===== config.mk =====
export PLATFORM = sky130hd
export DESIGN_NAME = seq_mult_ctrl
export DESIGN_NICKNAME = d
export VERILOG_FILES = /design/src/rtl/seq_mult_pkg.sv /design/src/rtl/seq_mult_iter_cnt.sv /design/src/rtl/seq_mult_ctrl.sv
export SDC_FILE = /design/constraint.sdc
export NUM_CORES = 1
export LEC_CHECK = 0
export BUFFER_PORTS_ARGS = -buffer_cell sky130_fd_sc_hd__buf_2
export CAP_MARGIN = 25
export CORE_AREA = 2 2 39 41
export CTS_CLUSTER_SIZE = 28
export DETAILED_ROUTE_END_ITERATION = 6
export DIE_AREA = 0 0 41 43
export SYNTH_ARGS = -nofsm -noshare
export SYNTH_HDL_FRONTEND = slang
export SYNTH_SLANG_ARGS = --single-unit

===== constraint.sdc =====
create_clock -name clk -period 3.49 [get_ports clk]
set_input_delay 0.5235 -clock clk [delete_from_list [all_inputs] [get_ports clk]]
set_output_delay 0.5235 -clock clk [all_outputs]
set_load 0.02 [all_outputs]

===== src/rtl/seq_mult_pkg.sv =====
// Shared definitions for the shift-add sequential multiplier: controller
// state encoding and the register select values the datapath decodes.
package seq_mult_pkg;

    typedef enum logic [1:0] {
        ST_IDLE = 2'd0,
        ST_LOAD = 2'd1,
        ST_RUN  = 2'd2,
        ST_DONE = 2'd3
    } state_t;

    // A/B select: parallel load vs shift (A left, B right).
    localparam logic SEL_LOAD  = 1'b1;
    localparam logic SEL_SHIFT = 1'b0;

    // P select: clear to zero vs accumulate P + A.
    localparam logic SEL_CLEAR = 1'b1;
    localparam logic SEL_ADD   = 1'b0;

endpackage


===== src/rtl/seq_mult_iter_cnt.sv =====
// Saturating iteration counter: synchronous clear, increment that stops at
// WIDTH, never wraps. Flags when the cap has been reached.
module seq_mult_iter_cnt #(
    parameter int WIDTH = 4,
    parameter int CNT_W = $clog2(WIDTH + 1)
) (
    input  logic             clk,
    input  logic             clr_n,
    input  logic             clear,
    input  logic             inc,
    output logic [CNT_W-1:0] count,
    output logic             at_max
);

    localparam logic [CNT_W-1:0] MAX_COUNT = CNT_W'(WIDTH);

    assign at_max = (count == MAX_COUNT);

    // Count register: clear wins over increment; increment holds at the cap.
    // NOTE: sequential state uses <= so every flop samples pre-edge values.
    always_ff @(posedge clk or negedge clr_n) begin
        if (!clr_n) begin
            count <= '0;
        end else if (clear) begin
            count <= '0;
        end else if (inc && !at_max) begin
            count <= count + 1'b1;
        end
    end

endmodule


===== src/rtl/seq_mult_ctrl.sv =====
// Control FSM for the shift-add multiplier. Converts the four-phase go/done
// handshake into per-cycle register enables and selects: one LOAD cycle,
// then one shift-add per RUN cycle until B is zero or WIDTH iterations ran.
module seq_mult_ctrl
    import seq_mult_pkg::*;
#(
    parameter int WIDTH = 4,
    parameter int CNT_W = $clog2(WIDTH + 1)
) (
    input  logic             clk,
    input  logic             clr_n,
    input  logic             go,
    input  logic             abort,
    input  logic             zero,
    input  logic             lsb_b,
    output logic             en_a,
    output logic             en_b,
    output logic             en_p,
    output logic             ld_shift_a,
    output logic             ld_shift_b,
    output logic             ld_add_p,
    output logic             busy,
    output logic             done,
    output logic [CNT_W-1:0] iter
);

    state_t state;
    state_t next_state;
    logic   cnt_clear;
    logic   cnt_inc;
    logic   at_max;
    logic   run_exit;

    // RUN ends when B is exhausted or the iteration cap is hit (either or both).
    assign run_exit = zero || at_max;

    seq_mult_iter_cnt #(
        .WIDTH (WIDTH),
        .CNT_W (CNT_W)
    ) u_iter_cnt (
        .clk    (clk),
        .clr_n  (clr_n),
        .clear  (cnt_clear),
        .inc    (cnt_inc),
        .count  (iter),
        .at_max (at_max)
    );

    // State register.
    always_ff @(posedge clk or negedge clr_n) begin
        if (!clr_n) begin
            state <= ST_IDLE;
        end else begin
            state <= next_state;
        end
    end

    // Next-state logic; abort overrides every transition, including go in IDLE.
    // NOTE: next_state is defaulted first so no path leaves it unassigned (no latch).
    always_comb begin
        next_state = state;
        unique case (state)
            ST_IDLE: if (go)       next_state = ST_LOAD;
            ST_LOAD:               next_state = ST_RUN;
            ST_RUN:  if (run_exit) next_state = ST_DONE;
            ST_DONE: if (!go)      next_state = ST_IDLE;
            default:               next_state = ST_IDLE;
        endcase
        if (abort) begin
            next_state = ST_IDLE;
        end
    end

    // Output strobes: Moore on state, except en_p in RUN follows lsb_b.
    // Abort gates all enables in the cycle it is seen.
    always_comb begin
        en_a       = 1'b0;
        en_b       = 1'b0;
        en_p       = 1'b0;
        ld_shift_a = SEL_SHIFT;
        ld_shift_b = SEL_SHIFT;
        ld_add_p   = SEL_ADD;
        busy       = 1'b0;
        done       = 1'b0;
        cnt_clear  = 1'b0;
        cnt_inc    = 1'b0;
        unique case (state)
            ST_IDLE: begin
            end
            ST_LOAD: begin
                busy      = 1'b1;
                cnt_clear = 1'b1;
                if (!abort) begin
                    en_a       = 1'b1;
                    en_b       = 1'b1;
                    en_p       = 1'b1;
                    ld_shift_a = SEL_LOAD;
                    ld_shift_b = SEL_LOAD;
                    ld_add_p   = SEL_CLEAR;
                end
            end
            ST_RUN: begin
                busy = 1'b1;
                if (!abort && !run_exit) begin
                    en_a       = 1'b1;
                    en_b       = 1'b1;
                    en_p       = lsb_b;
                    ld_shift_a = SEL_SHIFT;
                    ld_shift_b = SEL_SHIFT;
                    ld_add_p   = SEL_ADD;
                    cnt_inc    = 1'b1;
                end
            end
            ST_DONE: begin
                done = 1'b1;
            end
            default: begin
            end
        endcase
    end

endmodule


==> impl_metrics.csv <==
group,metric,value,unit
global_routing,grt_pass1_wl,1180,um
min_path,hold_class,"input port to asynchronous set/reset pin",
cts,ctsHtreeMaxLevel,1,
power_and_ir_drop,peakVddDrop,247,uV
layout,fin_area,522,um^2
routing,viasPerCell,4.35,
global_routing,met1_usage,0.145,
routing,drt_iter0_drc,8,
layout,utilization,0.377,
sta,relSlewSlack,0.774,
global_routing,use_met2,0.128,
sta,period_minus_slack,2.06,ns
layout,drive_above_1_share,0.371,
placed_design,placed_cell_area,495,um^2
worst_setup_path,cp-start-kind,"flip-flop",
routing,dr_total_vias,339,
die,fp-row-count,14,
run,maxCapViolCount,0,
cts,clockBufferDepth,2,
sta,holdWs,0.0920,ns
sta,tns,0,ns
worst_setup_path,worst-path-max-fanout,4,
logic_synthesis,yosys-top-cells-area,"dfrtp_1, ha_1, nand2b_1",
cts,cts_root_buffer,"clkbuf_4",
sta,finalHoldViolCount,0,
logic_synthesis,yosysTopAreaCell,"dfrtp_1",
global_routing,grtUsageMet3,0.0157,
cts,cts_sinks,5,
global_routing,gr-total-overflow,0,
power_and_ir_drop,p_leak,0.275,nW
routing,first_pass_iters,4,
cts,hold_buffers,0,
outcome,status,"finished clean",
logic_synthesis,avgSynthCellArea,9.29,um^2
layout,mostFrequentLayoutCell,"buf_2",
logic_synthesis,ys_seq_elements,5,
sta,fin_skew,0.00132,ns
die,dieWidth,41,um
global_routing,top_usage_layer,"met1",
worst_setup_path,worstPathRequired,2.97,ns
logic_synthesis,syn-num-nets,57,
placed_design,dp_hpwl,643,um
cts,clkLatencyLatePin,0.23,ns
routing,ant_nets,0,
cts,post_cts_buffers,0,
logic_synthesis,synth_seq_area_share,0.299,
routing,drc,0,
logic_synthesis,synthCells,45,
global_routing,grt_use_total,0.101,
worst_setup_path,slowest_stage,"dfrtp_1",
sta,fmax,486,MHz
logic_synthesis,synthesis.area,418,um^2
logic_synthesis,synth_top_cell_area_share,0.299,
routing,routed_wl,761,um
power_and_ir_drop,powerDensity,737,nW/um^2
cts,cts_tree,"built",
logic_synthesis,synthDistinctLibCells,18,
global_routing,grt_antenna_before_repair,0,
layout,final_cell_mix,"buf_2, nor2_1, ha_1",
sta,maxSlewViolCount,0,
worst_setup_path,cp-end-kind,"output port",
placed_design,port_buffers,16,
placed_design,post-place-ws,1.69,ns
placed_design,dp_cells,74,
routing,wl_per_cell,9.76,um
layout,syn2layout_area_growth,24.9,%
sta,final-setup-viol-count,0,
die,initial_core_util,0.302,
layout,fin_cells,78,
sta,worst_slack,1.43,ns
logic_synthesis,ys_warn_count,0,
global_routing,grt_max_degree,8,
die,design.core.area,1380,um^2
cts,numCtsBuffers,3,
cts,cts_resized,0,
worst_setup_path,critPathKind,"flip-flop to output port",
cts,clkTransAtPathRegs,0.04,ns
power_and_ir_drop,power,385,uW
worst_setup_path,cp.arrival,1.53,ns
sta,post-route-period-util,0.590,
layout,num_antenna_cells,0,
worst_setup_path,cp_slowest_stage_delay,0.40,ns
worst_setup_path,r2r_slack,1.85,ns
die,pin_count,17,
die,die_h,43,um
sta,rsz0062_at_grt,"no",
global_routing,grt_pass1_vias,295,
placed_design,place_congestion,0.645,
layout,fin_nets,75,
sta,worst_pin_slew,0.334,ns
die,dieArea,1760,um^2
worst_setup_path,path_cells,"inv_1, ha_1, nor2b_1, nand3_1, a21oi_1, buf_2",
where the power goes:
part | leakage (nW) | total [mW] | internal (mW) | switching, mW
clock network | 0.0150 | 0.0641 | 0.0431 | 0.0210
registers | 0.0678 | 0.0923 | 0.0749 | 0.0174
logic | 0.192 | 0.228 | 0.0891 | 0.139
final cells by class:
cell class              instances  area [um^2]
fillers                       143          862
multi-input cells              32          251
flip-flops and latches          5          125
repair buffers                 16         80.1
clock buffers                   4         26.3
well taps                      16         20.0
inverters                       5         18.8
metal layers:
| layer | wire [um] | share of wire |
|---|---|---|
| met2 | 313 | 0.41 |
| met4 | 0 | 0 |
| met3 | 63 | 0.083 |
| met1 | 384 | 0.50 |
| met5 | 0 | 0 |
critical path, delay by kind of cell, from the launching register on:
kind            cells  cell delay [ns]
flops               1             0.40
simple gates        2             0.31
buf+inv             2             0.28
fa+ha+maj           1             0.17
compound gates      1             0.13
cells in the mapped netlist:
| cell type | count |
|---|---|
| nor2b_1 | 2 |
| buf_4 | 3 |
| ha_1 | 6 |
| inv_1 | 5 |
| nand2b_1 | 4 |
| mux2_4 | 1 |
| nand2_1 | 2 |
| nand3_1 | 1 |
| a221o_2 | 1 |
| o311ai_1 | 1 |
| o41ai_1 | 1 |
| dfrtp_1 | 5 |
| mux2_1 | 1 |
| nor2_1 | 6 |
| a21oi_1 | 2 |
| mux2i_1 | 2 |
| nor3b_2 | 1 |
| nand2_2 | 1 |
logic make-up after synthesis:
| group | Yosys count | synth area share |
|---|---|---|
| AO/OA/AOI/OAI | 5 | 0.0928 |
| adder cells (fa/ha/maj) | 6 | 0.180 |
| buffers and inverters | 8 | 0.0988 |
| flip-flops | 5 | 0.299 |
| multiplexers | 4 | 0.111 |
| AND/OR/NAND/NOR | 17 | 0.219 |
worst paths after layout:
path	end	cells past startpoint	startpoint
max	en_p	6	state[0]$_DFFE_PN0P_
min	u_iter_cnt.count[1]$_DFFE_PN0P_	1	clr_n
max reg2reg	state[0]$_DFFE_PN0P_	5	state[0]$_DFFE_PN0P_
min reg2reg	u_iter_cnt.count[2]$_DFFE_PN0P_	1	u_iter_cnt.count[2]$_DFFE_PN0P_
max in group asynchronous	state[0]$_DFFE_PN0P_	1	clr_n
min in group clk	u_iter_cnt.count[2]$_DFFE_PN0P_	1	u_iter_cnt.count[2]$_DFFE_PN0P_
registers in the layout, indices dropped and copies added (netlist names):
name / flops
state: 2
u_iter_cnt.count: 3
No activity file was read; power rests on OpenSTA's default activity.
